File: src/rtl/mem_access_ctrl_pkg.sv
// Shared types and constants for the LC-3b MAR/MDR memory access sequencer.
// Includes the byte-load sign extension helper used by mem_byte_align.
package mem_access_ctrl_pkg;

    localparam int ADDR_W_DEF         = 16;
    localparam int DATA_W_DEF         = 16;
    localparam int TIMEOUT_CYCLES_DEF = 255;

    typedef enum logic [1:0] {
        IDLE   = 2'd0,
        ACCESS = 2'd1,
        DONE   = 2'd2
    } state_t;

    localparam logic [1:0] BE_WORD = 2'b11;
    localparam logic [1:0] BE_LO   = 2'b01;
    localparam logic [1:0] BE_HI   = 2'b10;

    function automatic logic [15:0] sign_extend(input logic [7:0] b);
        return {{8{b[7]}}, b};
    endfunction

endpackage

File: src/rtl/mem_access_ctrl_if.sv
// Request/response and memory-side bus of mem_access_ctrl.
// slave = the sequencer itself, master = datapath plus memory driving it.
interface mem_access_ctrl_if;
    import mem_access_ctrl_pkg::*;

    logic                  req_start;
    logic                  req_we;
    logic                  req_byte;
    logic [ADDR_W_DEF-1:0] req_addr;
    logic [DATA_W_DEF-1:0] req_wdata;
    logic                  busy;
    logic                  done;
    logic                  err;
    logic [DATA_W_DEF-1:0] rdata;
    logic                  mem_en;
    logic                  mem_we;
    logic [ADDR_W_DEF-1:0] mem_addr;
    logic [DATA_W_DEF-1:0] mem_wdata;
    logic [1:0]            mem_be;
    logic                  mem_r;
    logic [DATA_W_DEF-1:0] mem_rdata;

    modport slave (
        input  req_start, req_we, req_byte, req_addr, req_wdata, mem_r, mem_rdata,
        output busy, done, err, rdata, mem_en, mem_we, mem_addr, mem_wdata, mem_be
    );

    modport master (
        output req_start, req_we, req_byte, req_addr, req_wdata, mem_r, mem_rdata,
        input  busy, done, err, rdata, mem_en, mem_we, mem_addr, mem_wdata, mem_be
    );

endinterface

File: src/rtl/mem_access_ctrl_byte_align.sv
// mem_byte_align: byte-lane handling, combinational only.
// Store side builds lane enables and replicated data; load side picks and sign-extends.
module mem_byte_align
    import mem_access_ctrl_pkg::*;
(
    input  logic        st_byte,
    input  logic        st_lsb,
    input  logic [15:0] st_wdata,
    output logic [1:0]  st_be,
    output logic [15:0] st_word,
    input  logic        ld_byte,
    input  logic        ld_lsb,
    input  logic [15:0] ld_rdata,
    output logic [15:0] ld_word
);

    // Store lane select and byte replication onto both halves of the bus.
    always_comb begin
        st_be   = BE_WORD;
        st_word = st_wdata;
        if (st_byte) begin
            st_be   = st_lsb ? BE_HI : BE_LO;
            st_word = {st_wdata[7:0], st_wdata[7:0]};
        end else begin
            st_be   = BE_WORD;
            st_word = st_wdata;
        end
    end

    // Load byte select and sign extension.
    always_comb begin
        ld_word = ld_rdata;
        if (ld_byte) begin
            ld_word = sign_extend(ld_lsb ? ld_rdata[15:8] : ld_rdata[7:0]);
        end else begin
            ld_word = ld_rdata;
        end
    end

endmodule

File: src/rtl/mem_access_ctrl.sv
// mem_access_ctrl: one-at-a-time load/store sequencer latching MAR/MDR and driving memory.
// Optional access watchdog enabled by defining MEM_CTRL_TIMEOUT_EN.
module mem_access_ctrl
    import mem_access_ctrl_pkg::*;
#(
    parameter int ADDR_W         = ADDR_W_DEF,
    parameter int DATA_W         = DATA_W_DEF,
    parameter int TIMEOUT_CYCLES = TIMEOUT_CYCLES_DEF
) (
    input logic               clk_50,
    input logic               rst,
    mem_access_ctrl_if.slave  bus
);

    if (ADDR_W != 16 || DATA_W != 16 || TIMEOUT_CYCLES < 1 || TIMEOUT_CYCLES > 255) begin : g_bad_cfg
        $error("mem_access_ctrl: unsupported parameter set");
    end

    state_t      state_r, state_nxt_s;
    logic        accept_s, capture_s, err_nxt_s, tmo_hit_s;
    logic [15:0] mar_r, mdr_r, rdata_r;
    logic        we_r, byte_r;
    logic        busy_r, done_r, err_r, mem_en_r;
    logic [1:0]  mem_be_r;
    logic [1:0]  st_be_s;
    logic [15:0] st_word_s, ld_word_s;

    mem_byte_align u_align (
        .st_byte  (bus.req_byte),
        .st_lsb   (bus.req_addr[0]),
        .st_wdata (bus.req_wdata),
        .st_be    (st_be_s),
        .st_word  (st_word_s),
        .ld_byte  (byte_r),
        .ld_lsb   (mar_r[0]),
        .ld_rdata (bus.mem_rdata),
        .ld_word  (ld_word_s)
    );

`ifdef MEM_CTRL_TIMEOUT_EN
    logic [7:0] tmo_cnt_r;

    // Watchdog: counts ACCESS cycles that ended without mem_r.
    always_ff @(posedge clk_50) begin
        if (rst) begin
            tmo_cnt_r <= 8'd0;
        end else if (accept_s) begin
            tmo_cnt_r <= 8'd0;
        end else if (state_r == ACCESS && !bus.mem_r) begin
            tmo_cnt_r <= tmo_cnt_r + 8'd1;
        end else begin
            tmo_cnt_r <= tmo_cnt_r;
        end
    end

    assign tmo_hit_s = (tmo_cnt_r == 8'(TIMEOUT_CYCLES - 1));
`else
    assign tmo_hit_s = 1'b0;
`endif

    // State register.
    always_ff @(posedge clk_50) begin
        if (rst) begin
            state_r <= IDLE;
        end else begin
            state_r <= state_nxt_s;
        end
    end

    // Next-state decode; misaligned word requests skip ACCESS and report err.
    always_comb begin
        state_nxt_s = state_r;
        accept_s    = 1'b0;
        capture_s   = 1'b0;
        err_nxt_s   = 1'b0;
        case (state_r)
            IDLE: begin
                if (bus.req_start) begin
                    accept_s = 1'b1;
                    if (!bus.req_byte && bus.req_addr[0]) begin
                        state_nxt_s = DONE;
                        err_nxt_s   = 1'b1;
                    end else begin
                        state_nxt_s = ACCESS;
                    end
                end else begin
                    state_nxt_s = IDLE;
                end
            end
            ACCESS: begin
                if (bus.mem_r) begin
                    state_nxt_s = DONE;
                    capture_s   = 1'b1;
                end else if (tmo_hit_s) begin
                    state_nxt_s = DONE;
                    err_nxt_s   = 1'b1;
                end else begin
                    state_nxt_s = ACCESS;
                end
            end
            DONE:    state_nxt_s = IDLE;
            default: state_nxt_s = IDLE;
        endcase
    end

    // MAR/MDR latch and registered status/memory outputs, all keyed off next state.
    always_ff @(posedge clk_50) begin
        if (rst) begin
            mar_r    <= 16'h0000;
            mdr_r    <= 16'h0000;
            we_r     <= 1'b0;
            byte_r   <= 1'b0;
            mem_be_r <= 2'b00;
            rdata_r  <= 16'h0000;
            busy_r   <= 1'b0;
            done_r   <= 1'b0;
            err_r    <= 1'b0;
            mem_en_r <= 1'b0;
        end else begin
            busy_r   <= (state_nxt_s != IDLE);
            done_r   <= (state_nxt_s == DONE);
            err_r    <= err_nxt_s;
            mem_en_r <= (state_nxt_s == ACCESS);
            if (accept_s) begin
                mar_r    <= bus.req_addr;
                mdr_r    <= st_word_s;
                we_r     <= bus.req_we;
                byte_r   <= bus.req_byte;
                mem_be_r <= st_be_s;
            end else begin
                mar_r    <= mar_r;
                mdr_r    <= mdr_r;
                we_r     <= we_r;
                byte_r   <= byte_r;
                mem_be_r <= mem_be_r;
            end
            if (capture_s && !we_r) begin
                rdata_r <= ld_word_s;
            end else begin
                rdata_r <= rdata_r;
            end
        end
    end

    // MDR already holds lane-replicated store data.
    assign bus.busy      = busy_r;
    assign bus.done      = done_r;
    assign bus.err       = err_r;
    assign bus.rdata     = rdata_r;
    assign bus.mem_en    = mem_en_r;
    assign bus.mem_we    = we_r;
    assign bus.mem_addr  = {mar_r[15:1], 1'b0};
    assign bus.mem_wdata = mdr_r;
    assign bus.mem_be    = mem_be_r;

endmodule
File: src/flat_wrapper.sv
// flat-port wrapper written by rule: the top's interface ports become plain ports
module mem_access_ctrl_flat import mem_access_ctrl_pkg::*;
#(
    parameter int ADDR_W         = ADDR_W_DEF,
    parameter int DATA_W         = DATA_W_DEF,
    parameter int TIMEOUT_CYCLES = TIMEOUT_CYCLES_DEF
)
  (clk_50, rst, bus_req_start, bus_req_we, bus_req_byte, bus_req_addr, bus_req_wdata, bus_mem_r, bus_mem_rdata, bus_busy, bus_done, bus_err, bus_rdata, bus_mem_en, bus_mem_we, bus_mem_addr, bus_mem_wdata, bus_mem_be);
  mem_access_ctrl_if bus_i ();
  input logic clk_50;
  input logic rst;
  input wire logic [$bits(bus_i.req_start)-1:0] bus_req_start;
  input wire logic [$bits(bus_i.req_we)-1:0] bus_req_we;
  input wire logic [$bits(bus_i.req_byte)-1:0] bus_req_byte;
  input wire logic [$bits(bus_i.req_addr)-1:0] bus_req_addr;
  input wire logic [$bits(bus_i.req_wdata)-1:0] bus_req_wdata;
  input wire logic [$bits(bus_i.mem_r)-1:0] bus_mem_r;
  input wire logic [$bits(bus_i.mem_rdata)-1:0] bus_mem_rdata;
  output wire logic [$bits(bus_i.busy)-1:0] bus_busy;
  output wire logic [$bits(bus_i.done)-1:0] bus_done;
  output wire logic [$bits(bus_i.err)-1:0] bus_err;
  output wire logic [$bits(bus_i.rdata)-1:0] bus_rdata;
  output wire logic [$bits(bus_i.mem_en)-1:0] bus_mem_en;
  output wire logic [$bits(bus_i.mem_we)-1:0] bus_mem_we;
  output wire logic [$bits(bus_i.mem_addr)-1:0] bus_mem_addr;
  output wire logic [$bits(bus_i.mem_wdata)-1:0] bus_mem_wdata;
  output wire logic [$bits(bus_i.mem_be)-1:0] bus_mem_be;
  assign bus_i.req_start = bus_req_start;
  assign bus_i.req_we = bus_req_we;
  assign bus_i.req_byte = bus_req_byte;
  assign bus_i.req_addr = bus_req_addr;
  assign bus_i.req_wdata = bus_req_wdata;
  assign bus_i.mem_r = bus_mem_r;
  assign bus_i.mem_rdata = bus_mem_rdata;
  assign bus_busy = bus_i.busy;
  assign bus_done = bus_i.done;
  assign bus_err = bus_i.err;
  assign bus_rdata = bus_i.rdata;
  assign bus_mem_en = bus_i.mem_en;
  assign bus_mem_we = bus_i.mem_we;
  assign bus_mem_addr = bus_i.mem_addr;
  assign bus_mem_wdata = bus_i.mem_wdata;
  assign bus_mem_be = bus_i.mem_be;
  mem_access_ctrl #(.ADDR_W(ADDR_W), .DATA_W(DATA_W), .TIMEOUT_CYCLES(TIMEOUT_CYCLES)) u_core (.clk_50(clk_50), .rst(rst), .bus(bus_i));
endmodule
File: config.mk
export PLATFORM = sky130hd
export DESIGN_NAME = mem_access_ctrl_flat
export DESIGN_NICKNAME = d
export VERILOG_FILES = /design/src/rtl/mem_access_ctrl_pkg.sv /design/src/rtl/mem_access_ctrl_if.sv /design/src/rtl/mem_access_ctrl_byte_align.sv /design/src/rtl/mem_access_ctrl.sv /design/src/flat_wrapper.sv
export SDC_FILE = /design/constraint.sdc
export NUM_CORES = 1
export LEC_CHECK = 0
export BUFFER_PORTS_ARGS = -buffer_cell sky130_fd_sc_hd__buf_4
export CAP_MARGIN = 20
export CORE_MARGIN = 3
export CORE_UTILIZATION = 35
export CTS_CLUSTER_DIAMETER = 120
export DETAILED_ROUTE_END_ITERATION = 6
export SLEW_MARGIN = 40
export SYNTH_ARGS = -nofsm -noshare
export SYNTH_HDL_FRONTEND = slang
export SYNTH_HIERARCHICAL = 1
export SYNTH_SLANG_ARGS = --single-unit
File: constraint.sdc
create_clock -name clk_50 -period 2.7 [get_ports clk_50]
set_input_delay 0.54 -clock clk_50 [delete_from_list [all_inputs] [get_ports clk_50]]
set_output_delay 0.54 -clock clk_50 [all_outputs]
set_load 0.05 [all_outputs]
==> reports/summary.txt <==
die area: 0.00851 sq mm
Worst-path clk slew: 70 ps
reg2reg start: u_core/state_r[1]$_SDFF_PP0_
Clock Skew: 7.69 ps
Die Wd: 92.3 um
Final Wtd Congestion: 0.714
max_cap viols: 0
crit path launch type: flop
Cells after Synth: 314
most frequent cell after synthesis: nand2_1
library cells used by synthesis: 27
CP Max Fanout: 25
WL/cell: 12.9 um
Slew @ Worst Pin: 722 ps
Flop pwr share: 41.0%
FFs w/ async S/R, synth: 0%
NetSw: 0.000670 W
run status: finished, final reports clean
first-pass GRT wire length: 10.2 mm
GRT Total Usage: 15.2%
Slew headroom: 51.6%
placed cells: 473
initial antenna violation count: 0
final worst slack: 1000 ps
Final period util: 62.9%
# setup viols final: 0
Avg Inst Size Synth: 8.29 sq um
hold crit path type: flop to flop
CTS buffer count: 9
crit path from: u_core/state_r[1]$_SDFF_PP0_
final setup TNS: 0 ps
Seq/Total Area, Yosys: 44.6%
Setup CP Type: flop to flop
clock share of power: 38.1%
Post-Layout Cell Count: 489
post-cts resize count: 0
layout net count: 442
via/cell ratio: 4.62
CP endpoint kind: flop
drt total wl: 6.33 mm
Int Pwr: 0.00163 W
Antenna Diode Count: 0
top post-synthesis cells by area: dfxtp_1, nand2_1, a21oi_1
Rows: 30
vias: 2257
Critical Path AT: 1950 ps
Yosys top cell by area: dfxtp_1
clock latency on the worst-skew pair: 330 ps
drt drc: 0
Sw Ratio: 29.2%
Pleak: 1.53 nW
Detail Placement HPWL: 4.43 mm
# Post-CTS Setup Buffers: 0
fin crit period: 1700 ps
H-tree lvl count: 3
Final Max Slew Viols: 0
post-synthesis net count: 368
Ports: 109
unrepaired setup endpoints after global routing: false
P&R area growth vs syn: 32.2%
Worst path slowest cell: dfxtp_1
Ys Warns: 6
HP Start: u_core/bus.rdata[13]$_SDFFE_PP0P_
final hold vios: 0
Pwr per Cell Area: 667 mW/mm^2
CTS Sinks: 58
CTS tree: yes
synth cell count leaders: nand2_1, a21oi_1, dfxtp_1
Core Area: 0.00702 sq mm
Worst VDD drop: 256 uV
initial DRC count: 91
fmax: 589 MHz
pre-CTS WS: 839 ps
drt pass-1 iters: 4
number of global-route vias before repair: 2225
post-synth top area share: 44.6%
Yosys reg bits: 58
number of fill cells: 703
CP max stage delay: 530 ps
Starting Density: 37.1%
Hold WS: 454 ps
Routed Antenna Nets: 0
number of synthesized flops with an enable pin: 0
largest net degree at the start of global routing: 59
Final Util: 49.1%
IO buf count: 107
WP data required: 2950 ps
predominant post-synthesis flop cell: dfxtp_1
CTS Buffer Depth: 2
Comb pwr share: 20.9%
share of cells above drive strength 1: 37.2%
root buffer cell: clkbuf_8
hold bufs inserted after CTS: 0
Post-Synthesis Cell Area: 0.00260 sq mm
grt ovf: 0
cells along the critical path: or3b_1 -> buf_4 -> nand2_1 -> a21oi_1
Die Y: 92.3 um
[kinds of logic after synthesis]
| family | after synthesis | share of synthesized area, % |
|---|---|---|
| flip-flops | 58 | 44.6 |
| AND/OR/NAND/NOR | 129 | 21.6 |
| buffers and inverters | 47 | 12.8 |
| AO/OA/AOI/OAI | 61 | 11.8 |
| other | 1 | 0.144 |
| multiplexers | 18 | 9.03 |
[final timing paths]
kind / cells after the start / slack (ps) / end
hold reg to reg: 2 / 450 / u_core/bus.rdata[13]$_SDFFE_PP0P_
setup reg to reg: 4 / 1000 / u_core/bus.mem_wdata[6]$_SDFFE_PP0P_
setup / recovery: 4 / 1000 / u_core/bus.mem_wdata[6]$_SDFFE_PP0P_
hold / removal: 2 / 450 / u_core/bus.rdata[13]$_SDFFE_PP0P_
[layer usage]
metal  vias up  wire, um  global-route usage (%)
met5         -         0                       0
li1       1145         -                       -
met3         7       368                    3.94
met1      1037      2810                    18.3
met2        68      3050                    24.8
met4         0        95                    7.80
[power by group through the flow]
stage               sequential, W  combinational, W  clock (W)
floorplan                 0.00106          0.000257          0
CTS                      0.000943          0.000485   0.000903
finish                   0.000942          0.000480   0.000874
global placement         0.000960          0.000481          0
detailed placement       0.000961          0.000484          0
global route             0.000950          0.000516   0.000941
[final cells by class]
type	instances	area [sq um]	area share, %
Sequential cell	58	1160	33.7
Multi-Input combinational cell	209	1110	32.2
Timing Repair Buffer	109	831	24.1
Clock buffer	11	141	4.11
Tap cell	96	120	3.49
Clock inverter	5	77.6	2.25
Inverter	1	3.75	0.109
[sequential cells by signal, indices dropped and copies added, names as in the netlist]
register,cells
u_core/bus.mem_be,2
u_core/byte_r,1
u_core/bus.mem_wdata,16
u_core/bus.done,1
u_core/bus.busy,1
u_core/bus.err,1
u_core/state_r,2
u_core/mar_r,16
u_core/bus.rdata,16
u_core/bus.mem_we,1
u_core/bus.mem_en,1
[placed cells by master, fill, tap and decap left out, types with 2 or more instances in the layout]
| master | netlist | layout |
|---|---|---|
| mux2_4 | 8 | 8 |
| nor2_1 | 8 | 8 |
| a21oi_1 | 60 | 60 |
| dfxtp_1 | 58 | 58 |
| nor3_1 | 5 | 5 |
| bufinv_16 | 0 | 2 |
| mux2_2 | 9 | 9 |
| clkbuf_8 | 0 | 10 |
| nand2b_1 | 3 | 3 |
| nand2_1 | 105 | 105 |
| buf_4 | 29 | 108 |
| clkinv_2 | 0 | 2 |
[critical path, delay by kind of cell, from the launching register on]
family / cells / cell delay, ps
simple gates: 2 / 550
flops: 1 / 530
compound gates: 1 / 160
buf+inv: 1 / 380
[per-stage QoR]
step	total power [W]	cell area, sq um
after CTS	0.00233	3440
after global placement	0.00144	3220
after detailed placement	0.00145	3220
after global routing	0.00241	3440
after floorplan	0.00132	2600
final	0.00230	3440
(Power assumes the default switching activity.)
